### src/rtl/ffo_pkg.sv
// Shared types for the sequential find-first-one engine.
package ffo_pkg;

    typedef enum logic [1:0] {
        IDLE   = 2'd0,
        SCAN   = 2'd1,
        REPORT = 2'd2
    } state_t;

    localparam logic DIR_FWD = 1'b0;
    localparam logic DIR_REV = 1'b1;

endpackage

### src/rtl/ffo_window_enc.sv
// Combinational STEP-bit priority encoder; offset is in the window's own 0..STEP-1 numbering.
module ffo_window_enc
    import ffo_pkg::*;
#(
    parameter int  STEP = 4,
    localparam int OW   = (STEP > 1) ? $clog2(STEP) : 1
) (
    input  logic [0:STEP-1] w,
    input  logic            dir,
    output logic            any,
    output logic [OW-1:0]   off
);

    always_comb begin
        any = |w;
        off = '0;
        // Later matches overwrite earlier ones, so iterate opposite to the scan direction.
        if (dir == DIR_FWD) begin
            for (int i = STEP - 1; i >= 0; i--) begin
                if (w[i]) off = OW'(i);
            end
        end else begin
            for (int i = 0; i < STEP; i++) begin
                if (w[i]) off = OW'(i);
            end
        end
    end

endmodule

### src/rtl/ffo_scan_multi.sv
// Sequential find-first-one engine: scans a captured word STEP bits per cycle and
// reports the first (single mode) or every (all mode) set bit over a valid/ack handshake.
//
//   state  | meaning
//   IDLE   | ready, waiting for start
//   SCAN   | examining the window at cursor
//   REPORT | result held on v/p/last until out_ack
module ffo_scan_multi
    import ffo_pkg::*;
#(
    parameter int WIDTH = 32,
    parameter int STEP  = 4,
    parameter int PW    = $clog2(WIDTH)
) (
    input  logic             clock,
    input  logic             reset,
    input  logic             start,
    input  logic [0:WIDTH-1] b,
    input  logic             dir,
    input  logic             find_all,
    input  logic             out_ack,
    output logic             ready,
    output logic             out_valid,
    output logic             v,
    output logic [PW-1:0]    p,
    output logic             last,
    output logic [PW:0]      count
);

    localparam int NW = WIDTH / STEP;
    localparam int CW = (NW > 1) ? $clog2(NW) : 1;
    localparam int OW = (STEP > 1) ? $clog2(STEP) : 1;

    state_t           state, state_nxt;
    logic [0:WIDTH-1] work;
    logic             dir_q;
    logic             all_q;
    logic [CW-1:0]    cursor;
    logic             v_q;
    logic [PW-1:0]    p_q;
    logic             last_q;
    logic [PW:0]      count_q;

    logic [CW-1:0]    win_idx;
    logic [PW-1:0]    base;
    logic [0:STEP-1]  win;
    logic             win_any;
    logic [OW-1:0]    win_off;
    logic [PW-1:0]    hit_p;
    logic             final_win;

    // cursor counts windows in scan order; reverse scans walk the word from the right
    assign win_idx   = (dir_q == DIR_REV) ? (CW'(NW - 1) - cursor) : cursor;
    assign base      = PW'(int'(win_idx) * STEP);
    assign win       = work[base +: STEP];
    assign hit_p     = base + PW'(win_off);
    assign final_win = (cursor == CW'(NW - 1));

    ffo_window_enc #(.STEP(STEP)) u_enc (
        .w   (win),
        .dir (dir_q),
        .any (win_any),
        .off (win_off)
    );

    always_ff @(posedge clock) begin
        if (reset) state <= IDLE;
        else       state <= state_nxt;
    end

    always_comb begin
        state_nxt = state;
        case (state)
            IDLE:    if (start) state_nxt = SCAN;
            SCAN:    if (win_any || final_win) state_nxt = REPORT;
            REPORT:  if (out_ack) state_nxt = last_q ? IDLE : SCAN;
            default: state_nxt = IDLE;
        endcase
    end

    always_comb begin
        ready     = (state == IDLE);
        out_valid = (state == REPORT);
    end

    always_ff @(posedge clock) begin
        if (reset) begin
            work    <= '0;
            dir_q   <= DIR_FWD;
            all_q   <= 1'b0;
            cursor  <= '0;
            v_q     <= 1'b0;
            p_q     <= '0;
            last_q  <= 1'b0;
            count_q <= '0;
        end else begin
            case (state)
                IDLE: begin
                    if (start) begin
                        work    <= b;
                        dir_q   <= dir;
                        all_q   <= find_all;
                        cursor  <= '0;
                        v_q     <= 1'b0;
                        p_q     <= '0;
                        last_q  <= 1'b0;
                        count_q <= '0;
                    end
                end
                SCAN: begin
                    if (win_any) begin
                        v_q    <= 1'b1;
                        p_q    <= hit_p;
                        last_q <= !all_q;
                    end else if (final_win) begin
                        v_q    <= 1'b0;
                        p_q    <= '0;
                        last_q <= 1'b1;
                    end else begin
                        cursor <= cursor + CW'(1);
                    end
                end
                REPORT: begin
                    if (out_ack) begin
                        if (v_q) count_q <= count_q + {{PW{1'b0}}, 1'b1};
                        // Clearing the reported bit lets the rescan of the same window find the next one.
                        if (!last_q) work[p_q] <= 1'b0;
                    end
                end
                default: ;
            endcase
        end
    end

    assign v     = v_q;
    assign p     = p_q;
    assign last  = last_q;
    assign count = count_q;

endmodule

### config.mk
export PLATFORM = sky130hd
export DESIGN_NAME = ffo_scan_multi
export DESIGN_NICKNAME = d
export VERILOG_FILES = /design/src/rtl/ffo_pkg.sv /design/src/rtl/ffo_window_enc.sv /design/src/rtl/ffo_scan_multi.sv
export SDC_FILE = /design/constraint.sdc
export NUM_CORES = 1
export LEC_CHECK = 0
export ABC_AREA = 1
export BUFFER_PORTS_ARGS = -buffer_cell sky130_fd_sc_hd__clkbuf_2
export CORE_ASPECT_RATIO = 1.1
export CORE_MARGIN = 2
export CORE_UTILIZATION = 60
export DETAILED_ROUTE_END_ITERATION = 16
export PLACE_DENSITY = 0.85
export SYNTH_ARGS = -nofsm -noshare
export SYNTH_HDL_FRONTEND = slang
export SYNTH_SLANG_ARGS = --single-unit
export TNS_END_PERCENT = 5
### constraint.sdc
create_clock -name clock -period 5.2 [get_ports clock]
set_input_delay 0.78 -clock clock [delete_from_list [all_inputs] [get_ports clock]]
set_output_delay 0.78 -clock clock [all_outputs]
set_load 0.1 [all_outputs]
======== After elaboration in Yosys (flattened, before gate mapping) ========
Cells that the tools add are included.
storage, ports and cells
  bits in registers ....................... 52
  latch bits .............................. 0
  memory bits (writable) .................. 0
  memory bits (read-only) ................. 0
  output and inout port bits .............. 15
  memories ................................ 0
operators by class
  add/sub/neg operators ................... 4
  multiply operators ...................... 0
  divide/modulo/power cells ............... 0
  $lt $le $gt $ge ......................... 2
  equal/unequal tests ..................... 11
  shifts and indexed selects .............. 1
  mux-type cells .......................... 39
  bitwise logic cells ..................... 4
  reduce and logical (&&, ||, !) cells .... 13
operator list
  kind                                                                           count
  32-bit two-way mux                                                             3
  32-bit one-hot mux with 2 select lines                                         1
  32-bit by 6-bit variable part select with 33-bit output                        1
  32-bit bitwise AND                                                             1
  32-bit inverter                                                                1
  2-bit two-way mux                                                              10
  6-bit two-way mux                                                              3
  5-bit two-way mux                                                              3
  3-bit two-way mux                                                              4
  2-bit != test (second input constant)                                          6
  5-bit inverter with 6-bit output                                               2
  6-bit one-hot mux with 2 select lines                                          1
  4-bit AND reduction                                                            3
  5-bit one-hot mux with 2 select lines                                          1
  1-bit two-way mux                                                              8
  6-bit by 1-bit adder with 6-bit output (second input constant)                 1
  6-bit >= comparator (second input constant)                                    1
  6-bit by 1-bit less-than comparator with 1-bit output (second input constant)  1
  2-bit one-hot mux with 3 select lines                                          1
  3-bit one-hot mux with 2 select lines                                          1
  3-bit AND reduction                                                            2
  5-bit by 2-bit adder with 5-bit output                                         1
  1-bit demux with 5-bit select                                                  1
  1-bit one-hot mux with 2 select lines                                          2
  14 further kinds                                                               15

======== Longest topological paths before layout ========
Gate-level depths: netlist of the first run.
  depth after elaboration ................. 12
  depth in mapped cells ................... 15

======== Hierarchy ========
A second synthesis of the first run with hierarchy kept.
second synthesis, totals
  cells, all modules ...................... 497
  area total of the unflattened synthesis .. 3030.4 sq um
modules (own cells, without submodules)
  module          times used  cells an instance  area an instance (sq um)  seq. area each (sq um)
  ffo_scan_multi  1           481                2967.8                    1041.0
  ffo_window_enc  1           16                 62.6                      0.0

======== Worst setup path after synthesis of the first run ========
No wires, ideal clock.
  path kind ............................... reg-to-reg
  from .................................... reg state[1]
  to ...................................... reg cursor[1]
  library setup time ...................... 0.118 ns
  arrival ................................. 2.530 ns
  data required time ...................... 5.082 ns
  setup slack ............................. 2.552 ns
  cell stages (with the launch flop) ...... 12
  cells stage by stage .................... dfxtp_1 > buf_2 > nor2_1 > nand2_1 > nand2_1 > inv_1 > nand2_1 > nor2_2 > inv_2 > nand2_2 > o21ai_1 > nor2_1
between the ends
  longest elaborated chain between the ends .. 3
  elaborated cells between the ends (all ways) .. 8
  classes of those cells .................. 4 x eq/ne; 1 x mux; 3 x reduce/logical
RTL lines
  item                                                           RTL line               RTL
  start, declared                                                ffo_scan_multi.sv:34   state_t state, state_nxt;
  start signal, assigned                                         ffo_scan_multi.sv:68   else state <= state_nxt;
  2-bit logical NOT *                                            n/a
  via ready                                                      ffo_scan_multi.sv:22   output logic ready,
  2-bit != test (no line) or 2-bit nonzero test (tied branches)  n/a
  4-bit AND reduction (no line)                                  n/a
  end signal, assigned                                           ffo_scan_multi.sv:120  cursor <= cursor + CW'(1);
  end, declared                                                  ffo_scan_multi.sv:38   logic [CW-1:0] cursor;
Mark *: on every way through the listed nets, which the timed path passes. The rest lies on a longest branch.
A chain may end at the register's enable or synchronous reset.

======== Final worst setup path of the first run ========
  from .................................... reg state[1]
  to ...................................... reg cursor[0]
between the ends
  longest elaborated chain between the ends .. 3
  elaborated cells between the ends (all ways) .. 8
  classes of those cells .................. 4 x eq/ne; 1 x mux; 3 x reduce/logical
RTL lines
  item                                                                           RTL line              RTL
  2-bit by 1-bit == test with 1-bit output or 2-bit logical NOT (tied branches)  ffo_scan_multi.sv:97  case (state)
  2-bit != test (no line) or 2-bit nonzero test (tied branches)                  n/a
  4-bit AND reduction (no line)                                                  n/a
Parallel ways exist; a longest one is shown, timed or not.

==> results of run 1 <==
## flip-flops by register name (all words and copies together) (netlist names)
signal	flops
work	32
all_q	1
cursor	3
state	2
count	6
dir_q	1
last	1
p	5
v	1
## Yosys cell counts (5+ instances only)
| master | number | share of area (%) |
|---|---|---|
| a21oi_1 | 40 | 6.6 |
| a21oi_2 | 7 | 2.0 |
| buf_2 | 6 | 0.99 |
| clkbuf_1 | 10 | 1.2 |
| dfxtp_1 | 52 | 34 |
| inv_1 | 41 | 5.1 |
| inv_2 | 5 | 0.62 |
| nand2_1 | 97 | 12 |
| nand2_2 | 11 | 2.3 |
| nand3_1 | 46 | 7.6 |
| nor2_1 | 73 | 9.0 |
| o21ai_0 | 39 | 6.4 |
## routing by layer
| metal | vias up | track usage (%) | wire length, um |
|---|---|---|---|
| li1 | 1562 | - | - |
| met1 | 1432 | 35.44 | 3189 |
| met2 | 120 | 49.91 | 3630 |
| met3 | 18 | 4.236 | 435 |
| met4 | 0 | 12.83 | 182 |
| met5 | - | 0 | 0 |
## worst max-delay path: stages, from the launching register on
cell	delay [ns]
dfxtp_1	0.39
inv_2	0.11
nor2_4	0.05
inv_2	0.35
or2_1	0.19
nand2_1	0.07
inv_1	0.05
nand2_1	0.47
nor2_2	0.25
buf_4	0.37
inv_2	0.13
a22oi_1	0.21
nor2_1	0.08
## report_power, final
| group | internal, mW | switching (mW) | total, mW | leakage [nW] |
|---|---|---|---|---|
| registers | 0.523 | 0.122 | 0.645 | 0.427 |
| clock network | 0.0920 | 0.133 | 0.225 | 0.0410 |
| logic | 0.407 | 1.06 | 1.47 | 1.04 |
| total | 1.02 | 1.31 | 2.34 | 1.51 |
## logic make-up after synthesis
kind of cell,Yosys count
buffers and inverters,67
adder cells (fa/ha/maj),3
AO/OA/AOI/OAI,94
XOR/XNOR,3
AND/OR/NAND/NOR,244
flip-flops,52
## stage by stage
step | area [sq um] | std cells | setup slack, ns | hold slack (ns) | utilization [%]
after floorplan | 3035 | 463 | 2.552 | 0.4337 | -
after global placement | 3271 | 554 | 2.562 | 0.4335 | 66.31
after detailed placement | 3271 | 554 | 2.413 | 0.4427 | 66.31
after CTS | 3348 | 561 | 2.390 | 0.4571 | 67.88
after global routing | 3348 | 561 | 2.031 | 0.5044 | 67.88
final | 3348 | 561 | 2.398 | 0.4648 | 67.88
## worst min path at each step
stage	from	endpoint
finish	count[5]	count[5]
global route	count[5]	count[5]
CTS	count[5]	count[5]
detailed placement	count[5]	count[5]
global placement	count[5]	count[5]
floorplan	work[0]	work[0]
## cell type report
class,count,area (sq um),share of cell area [%]
inverters,47,178.9,5.344
clock inverters,1,5.005,0.1495
clock buffers,6,72.57,2.167
multi-input cells,344,1710,51.08
well taps,58,72.57,2.167
flip-flops and latches,52,1041,31.09
repair buffers,53,267.8,7.997
==> impl_metrics.toml, run 1 <==
[outcome]
status = "finished clean"

[logic_synthesis]
async_flop_share_pct = 0
synth_compound_area_share_pct = 16.82
syn_area_sq_um = 3035
yosysWarningCount = 0
synth_top_family_by_area = "simple AND/OR/NAND/NOR gates"
synth_xor_area_share_pct = 1.979
syn_inst = 463
syn_avg_cell_area_sq_um = 6.556
synth-seq-cells = 52
synth_edf_count = 0
synth_adder_area_share_pct = 1.237
synthSimpleGateAreaFrac_pct = 36.31
ys_seq_area_share_pct = 34.30
synth_mux_area_share_pct = 0
synth.distinct_cells = 32
synthFlopType = "dfxtp_1"
syn-num-nets = 504

[route]
vias_per_cell = 5.583
wirelength_mm = 7.437
via_count = 3132
post-route-drc-count = 0
drt_iter0_markers = 142
detail-route-antenna-nets = 0
drt_pass1_iterations = 5
wire_per_inst_um = 13.26

[global_route]
grt_pass1_vias = 3091
grt_max_degree = 45
antenna_found_initial = 0
grt_pass1_wl_mm = 13.08
grt_overflow = 0
grt_usage_pct = 28.97

[floorplanning]
initial_core_util_pct = 61.54
ios = 53
die_area_sq_um = 5645
die_w_um = 71.82
die_y_um = 78.60
core_area_sq_um = 4932
rows = 27

[cts]
clk_latency_ns = 0.31
clockBufferDepth = 2
cts-root-buf = "clkbuf_8"
clock_sinks = 52
numCtsBuffers = 5
post-cts-setup-buffers = 0
hold_buffers = 0
ctsResizeCount = 0
cts_tree = "built"
clkTransAtPathRegs_ns = 0.10
h-tree-depth = 2

[worst_setup_path]
worst-r2r-cell-count = 12
cp.required_ns = 5.41
crit_path_start = "state[1]"
rr_endpoint = "cursor[0]"
timing.rr.start = "state[1]"
cp-end-kind = "flop"
cp_max_fo = 35
setup.worst_path.end = "cursor[0]"
worst_ep_arrival_time_ns = 3.01
start_kind = "flop"
critical_path_class = "flop to flop"
ff2ff_setup_slack_ns = 2.40

[cells_and_area]
final_common_cell = "nand2_1"
n_antenna_cell = 0
syn_to_final_growth_pct = 10.30
final_cell_mix = "nand2_1 (97), nor2_1 (73), dfxtp_1 (52), clkbuf_2 (52), nand3_1 (46)"
nFillCells = 503
layout-drive-gt1-share_pct = 19.68
final_net_count = 544

[timing]
skew_ns = 0.01564
fin_crit_sh_pct = 53.89
hold_viol = 0
setup_violations = 0
fmax_mhz = 356.9
maxSlewHeadroom_pct = 34.87
tns_ns = 0
fin_crit_ns = 2.802
slew_viol_final = 0
worst_slew_pin_slew_ns = 0.9770
rsz0062_at_grt = "false"

[place]
gp_congestion = 0.8914
dp_hpwl_mm = 5.335
numPortBuffers = 52

[run]
drv_cap = 0

[hold_path]
worstHoldPathType = "flop to flop"
min_path_cells = 1

[power]
ir_drop_v = 0.0003340
leakage_nw = 1.506
finalPower_mw = 2.337
pwr_density_cell_nw_per_um2 = 698.0
Note: power is estimated with default switching activity, not from simulation.
==> run 2, diff against run 1 <==
--- a/config.mk
+++ b/config.mk
@@ -9,9 +9,9 @@
 export BUFFER_PORTS_ARGS = -buffer_cell sky130_fd_sc_hd__clkbuf_2
 export CORE_ASPECT_RATIO = 1.1
 export CORE_MARGIN = 2
-export CORE_UTILIZATION = 60
+export CORE_UTILIZATION = 51
 export DETAILED_ROUTE_END_ITERATION = 16
-export PLACE_DENSITY = 0.85
+export PLACE_DENSITY = 0.77
 export SYNTH_ARGS = -nofsm -noshare
 export SYNTH_HDL_FRONTEND = slang
 export SYNTH_SLANG_ARGS = --single-unit
==> constraint.sdc (replaced) <==
create_clock -name clock -period 2.5 [get_ports clock]
set_input_delay 0.375 -clock clock [delete_from_list [all_inputs] [get_ports clock]]
set_output_delay 0.375 -clock clock [all_outputs]
set_load 0.1 [all_outputs]
==> run 2 against run 1 <==
Effect of this change:
- non-clock buffer count grew 5
- clock power is 100% higher
- sequential power increased by 110%
- global-route usage fell by 3.8 points
==> impl_metrics.toml, run 2 (synthesis gave the netlist of run 1 again) <==
[hold_path]
min_path_cells = 3
hp-start = "find_all"
worstHoldEndpoint = "all_q"
worstHoldPathType = "primary input to flop"

[worst_setup_path]
worst-r2r-cell-count = 12
start_kind = "flop"
cp_max_fo = 14
cp-end-kind = "flop"
cp.required_ns = 2.73
rr_endpoint = "p[3]"
critical_path_class = "flop to flop"
ff2ff_setup_slack_ns = 0.27
worst_ep_arrival_time_ns = 2.46
timing.rr.start = "dir_q"

[place]
placed_area_sq_um = 3334
gp_congestion = 0.9375
numPortBuffers = 52
dp_cells = 578
post-place-ws_ns = 0.2742
dp_hpwl_mm = 5.905

[global_route]
grt_usage_pct = 25.17
grt_overflow = 0
grt_max_degree = 31
gr-usage-met2_pct = 43.48
grt_pass1_vias = 2971
use_met3_pct = 4.149
antenna_found_initial = 0
busiest_layer = "met2"
grt_pass1_wl_mm = 13.41
grt_use_met1_pct = 31.91

[cells_and_area]
registers.top_by_ff_count = "work"
final_cell_mix = "nand2_1 (97), nor2_1 (72), dfxtp_1 (52), clkbuf_2 (52), nand3_1 (46)"
fin_area_sq_um = 3412
layout-drive-gt1-share_pct = 20.67
final_cells = 585
n_antenna_cell = 0
final_net_count = 549
syn_to_final_growth_pct = 12.41
largest_reg_flops = 32
final_core_util_pct = 59.14
final_common_cell = "nand2_1"

[power]
finalPower_mw = 4.914
ir_drop_v = 0.0007796
pwr_density_cell_nw_per_um2 = 1440
leakage_nw = 1.530

[timing]
slew_viol_final = 0
tns_ns = 0
maxSlewHeadroom_pct = 57.72
fmax_mhz = 448.1
worst_slew_pin_slew_ns = 0.6335
rsz0062_at_grt = "false"
skew_ns = 0.003342
fin_crit_sh_pct = 89.26
setup_violations = 0
timing.hold.ws_ns = 0.2916
fin_crit_ns = 2.232
setup_slack_ns = 0.2685
hold_viol = 0

[cts]
clkTransAtPathRegs_ns = 0.09
cts_tree = "built"
clock_sinks = 52
ctsResizeCount = 0
h-tree-depth = 2
clockBufferDepth = 2
post-cts-setup-buffers = 0
numCtsBuffers = 5
clk_latency_ns = 0.30
cts-root-buf = "clkbuf_8"
hold_buffers = 0

[route]
vias_per_cell = 5.243
wire_per_inst_um = 13.45
drt_iter0_markers = 251
wirelength_mm = 7.868
drt_pass1_iterations = 5
via_count = 3067
detail-route-antenna-nets = 0
post-route-drc-count = 0

[floorplanning]
die_w_um = 77.56
die_y_um = 84.92
core_area_sq_um = 5769
ios = 53
initial_core_util_pct = 52.61
die_area_sq_um = 6586
rows = 29

[outcome]
status = "finished clean"

[run]
drv_cap = 0
==> run 2: cell type report <==
| cell class | count | area, sq um |
|---|---|---|
| Inverter | 47 | 178.9 |
| Sequential cell | 52 | 1041 |
| Fill cell | 574 | 2357 |
| Clock inverter | 1 | 5.005 |
| Clock buffer | 6 | 72.57 |
| Timing Repair Buffer | 58 | 305.3 |
| Multi-Input combinational cell | 344 | 1713 |
| Tap cell | 77 | 96.34 |
==> run 2: how the worst max path moves through the flow <==
stage | startpoint | to | slack [ns] | cells after the start
2_1_floorplan | state[1] | cursor[1] | 0.35 | 11
3_3_place_gp | dir_q | p[0] | 0.35 | 12
3_5_place_dp | dir_q | p[3] | 0.27 | 12
4_1_cts | dir_q | p[3] | 0.26 | 12
5_1_grt | dir_q | p[3] | 0.05 | 12
6_report | dir_q | p[3] | 0.27 | 12
==> run 2: where the power goes <==
group / switching (mW) / internal (mW) / leakage, nW
registers: 0.268 / 1.09 / 0.427
clock network: 0.270 / 0.191 / 0.0410
logic: 2.21 / 0.888 / 1.06
total: 2.75 / 2.17 / 1.53
==> run 2: layer usage <==
metal / vias up / part of all wire [%]
met2: 82 / 48
met5: - / 0
li1: 1576 / -
met4: 0 / 2.4
met1: 1392 / 45
met3: 17 / 4.8
==> run 2: worst max-delay path: stages (launching register included) <==
cell and delay (ns):
dfxtp_1 0.66, nand2_4 0.23, nand2_4 0.22, nand2_1 0.09, nand3_1 0.09, nand2_1 0.06
nand2_1 0.06, nand2_1 0.11, nor2_4 0.14, nand3_4 0.16, nand2_8 0.13, nand2_2 0.07
a21oi_2 0.14
==> run 3, diff against run 2 <==
--- a/config.mk
+++ b/config.mk
@@ -6,12 +6,13 @@
 export NUM_CORES = 1
 export LEC_CHECK = 0
 export ABC_AREA = 1
-export BUFFER_PORTS_ARGS = -buffer_cell sky130_fd_sc_hd__clkbuf_2
 export CORE_ASPECT_RATIO = 1.1
 export CORE_MARGIN = 2
-export CORE_UTILIZATION = 51
+export CORE_UTILIZATION = 57
 export DETAILED_ROUTE_END_ITERATION = 16
-export PLACE_DENSITY = 0.77
+export DONT_BUFFER_PORTS = 1
+export PLACE_DENSITY = 0.75
+export SLEW_MARGIN = 20
 export SYNTH_ARGS = -nofsm -noshare
 export SYNTH_HDL_FRONTEND = slang
 export SYNTH_SLANG_ARGS = --single-unit
==> constraint.sdc (replaced) <==
create_clock -name clock -period 2.5 [get_ports clock]
set_input_delay 0.25 -clock clock [delete_from_list [all_inputs] [get_ports clock]]
set_output_delay 0.25 -clock clock [all_outputs]
set_load 0.1 [all_outputs]
==> run 3 against run 2 <==
Effect of this change:
- first-iteration DRC count down 21%
- sequential cell count did not move
- clock-buffer cell count is 1 higher
- design area decreased by 3.2%
- via count fell by 2.0%
- clock skew increased by 0.0035 ns
- final cell count fell by 8.9%
- core utilization up 6.1 points
- non-clock buffer count decreased by 33
==> impl_metrics.toml, run 3 (synthesis gave the netlist of run 1 again) <==
[timing]
worst_slew_pin_slew_ns = 0.6387
tns_ns = 0
fin_crit_ns = 2.142
setup_violations = 0
hold_viol = 0
slew_viol_final = 0
fin_crit_sh_pct = 85.69
skew_ns = 0.006814
timing.hold.ws_ns = 0.07662
maxSlewHeadroom_pct = 57.28
fmax_mhz = 466.8
rsz0062_at_grt = "false"
setup_slack_ns = 0.3577

[cells_and_area]
registers.top_by_ff_count = "work"
nFillCells = 507
final_common_cell = "nand2_1"
multi_input_area_sq_um = 1713
final_cell_mix = "nand2_1 (97), nor2_1 (72), dfxtp_1 (52), nand3_1 (46), inv_1 (41)"
final_net_count = 516
fin_area_sq_um = 3304
layout-drive-gt1-share_pct = 14.11
final_cells = 533
final_core_util_pct = 65.21
regArea_sq_um = 1041
syn_to_final_growth_pct = 8.862
n_antenna_cell = 0
largest_reg_flops = 32

[route]
wirelength_mm = 8.238
post-route-drc-count = 0
drt_pass1_iterations = 4
drt_iter0_markers = 198
via_count = 3007
detail-route-antenna-nets = 0
wire_per_inst_um = 15.46
vias_per_cell = 5.642

[power]
pwr-share-comb_pct = 62.8
seqPwrFrac_pct = 26.8
finalPower_mw = 4.967
p_sw_mw = 2.729
p_int_mw = 2.238
clockPowerShare_pct = 10.4
ir_drop_v = 0.0006910
pwr_density_cell_nw_per_um2 = 1503
leakage_nw = 1.413
swShare_pct = 54.94

[cts]
clk_latency_ns = 0.31
numCtsBuffers = 5
ctsResizeCount = 0
clock_sinks = 52
cts_tree = "built"
h-tree-depth = 2
clockBufferDepth = 2
clkTransAtPathRegs_ns = 0.09
cts-root-buf = "clkbuf_8"

[worst_setup_path]
ff2ff_setup_slack_ns = 0.36
cp-end-kind = "flop"
rr_endpoint = "p[0]"
worst_ep_arrival_time_ns = 2.38
start_kind = "flop"
crit_path_start = "dir_q"
worst-r2r-cell-count = 10
cp.required_ns = 2.74
timing.rr.start = "dir_q"
critical_path_class = "flop to flop"
cp_max_fo = 9

[global_route]
grt_max_degree = 31
grt_pass1_wl_mm = 13.43
grt_usage_pct = 29.91
grt_pass1_vias = 2882
antenna_found_initial = 0
grt_overflow = 0

[floorplanning]
core_area_sq_um = 5067
rows = 27
ios = 53
die_w_um = 73.58
die_area_sq_um = 5926
die_y_um = 80.54
initial_core_util_pct = 59.90

[outcome]
status = "finished clean"

[place]
post-place-ws_ns = 0.3886
dp_hpwl_mm = 5.682
numPortBuffers = 0
gp_congestion = 1.038
dp_cells = 520
placed_area_sq_um = 3148

[run]
drv_cap = 0

[hold_path]
min_path_cells = 2
hp-start = "b[11]"
worstHoldEndpoint = "work[11]"
worstHoldPathType = "primary input to flop"
[run 3: cell types whose count changed in the layout (fill, tap and decap cells not counted)]
cell	previous run	this run
clkbuf_2	52	0
buf_4	6	19
dlygate4sd3_1	0	6
clkbuf_8	5	7
clkbuf_1	1	0
clkinv_2	1	0
[run 3: power groups by stage]
stage / registers, mW / clock network (mW) / logic [mW]
6_report: 1.33 / 0.518 / 3.12
5_1_grt: 1.36 / 0.553 / 3.46
4_1_cts: 1.32 / 0.523 / 3.11
3_5_place_dp: 1.34 / 0 / 3.08
3_3_place_gp: 1.33 / 0 / 3.04
2_1_floorplan: 1.60 / 0 / 2.22
[run 3: final cells by class]
class	count	share of cell area [%]
Clock buffer	7	2.916
Sequential cell	52	31.50
Inverter	47	5.415
Timing Repair Buffer	25	6.134
Multi-Input combinational cell	344	51.84
Tap cell	58	2.196
[run 3: how the worst max path moves through the flow]
stage	end	slack (ns)
after floorplan	cursor[1]	0.35
after global placement	p[0]	0.46
after detailed placement	work[8]	0.39
after CTS	work[8]	0.37
after global routing	work[8]	0.13
final	p[0]	0.36
[run 3: per-layer routing]
layer | wire length (um) | share of wire (%) | vias to the layer above | GRT usage, %
met5 | 0 | 0 | - | 0
met4 | 267 | 3.2 | 0 | 15.45
met3 | 504 | 6.1 | 23 | 5.144
met2 | 3964 | 48 | 94 | 49.73
met1 | 3502 | 43 | 1377 | 36.46
li1 | - | - | 1513 | -
[run 3: timing repair]
action / 4_1_cts / 5_1_grt
endpoints found under the hold margin: 9 / 3
setup buffers: 0 / 0
hold buffers: 5 / 1
[run 3: critical path, stage by stage, from the launching register on]
cell	delay, ns
dfxtp_1	0.58
buf_4	0.22
xor2_4	0.28
nand3_1	0.18
nand3_1	0.12
nand2_2	0.08
nor2_4	0.13
nand3_4	0.16
nand2_8	0.13
nand2_2	0.06
a21oi_2	0.12
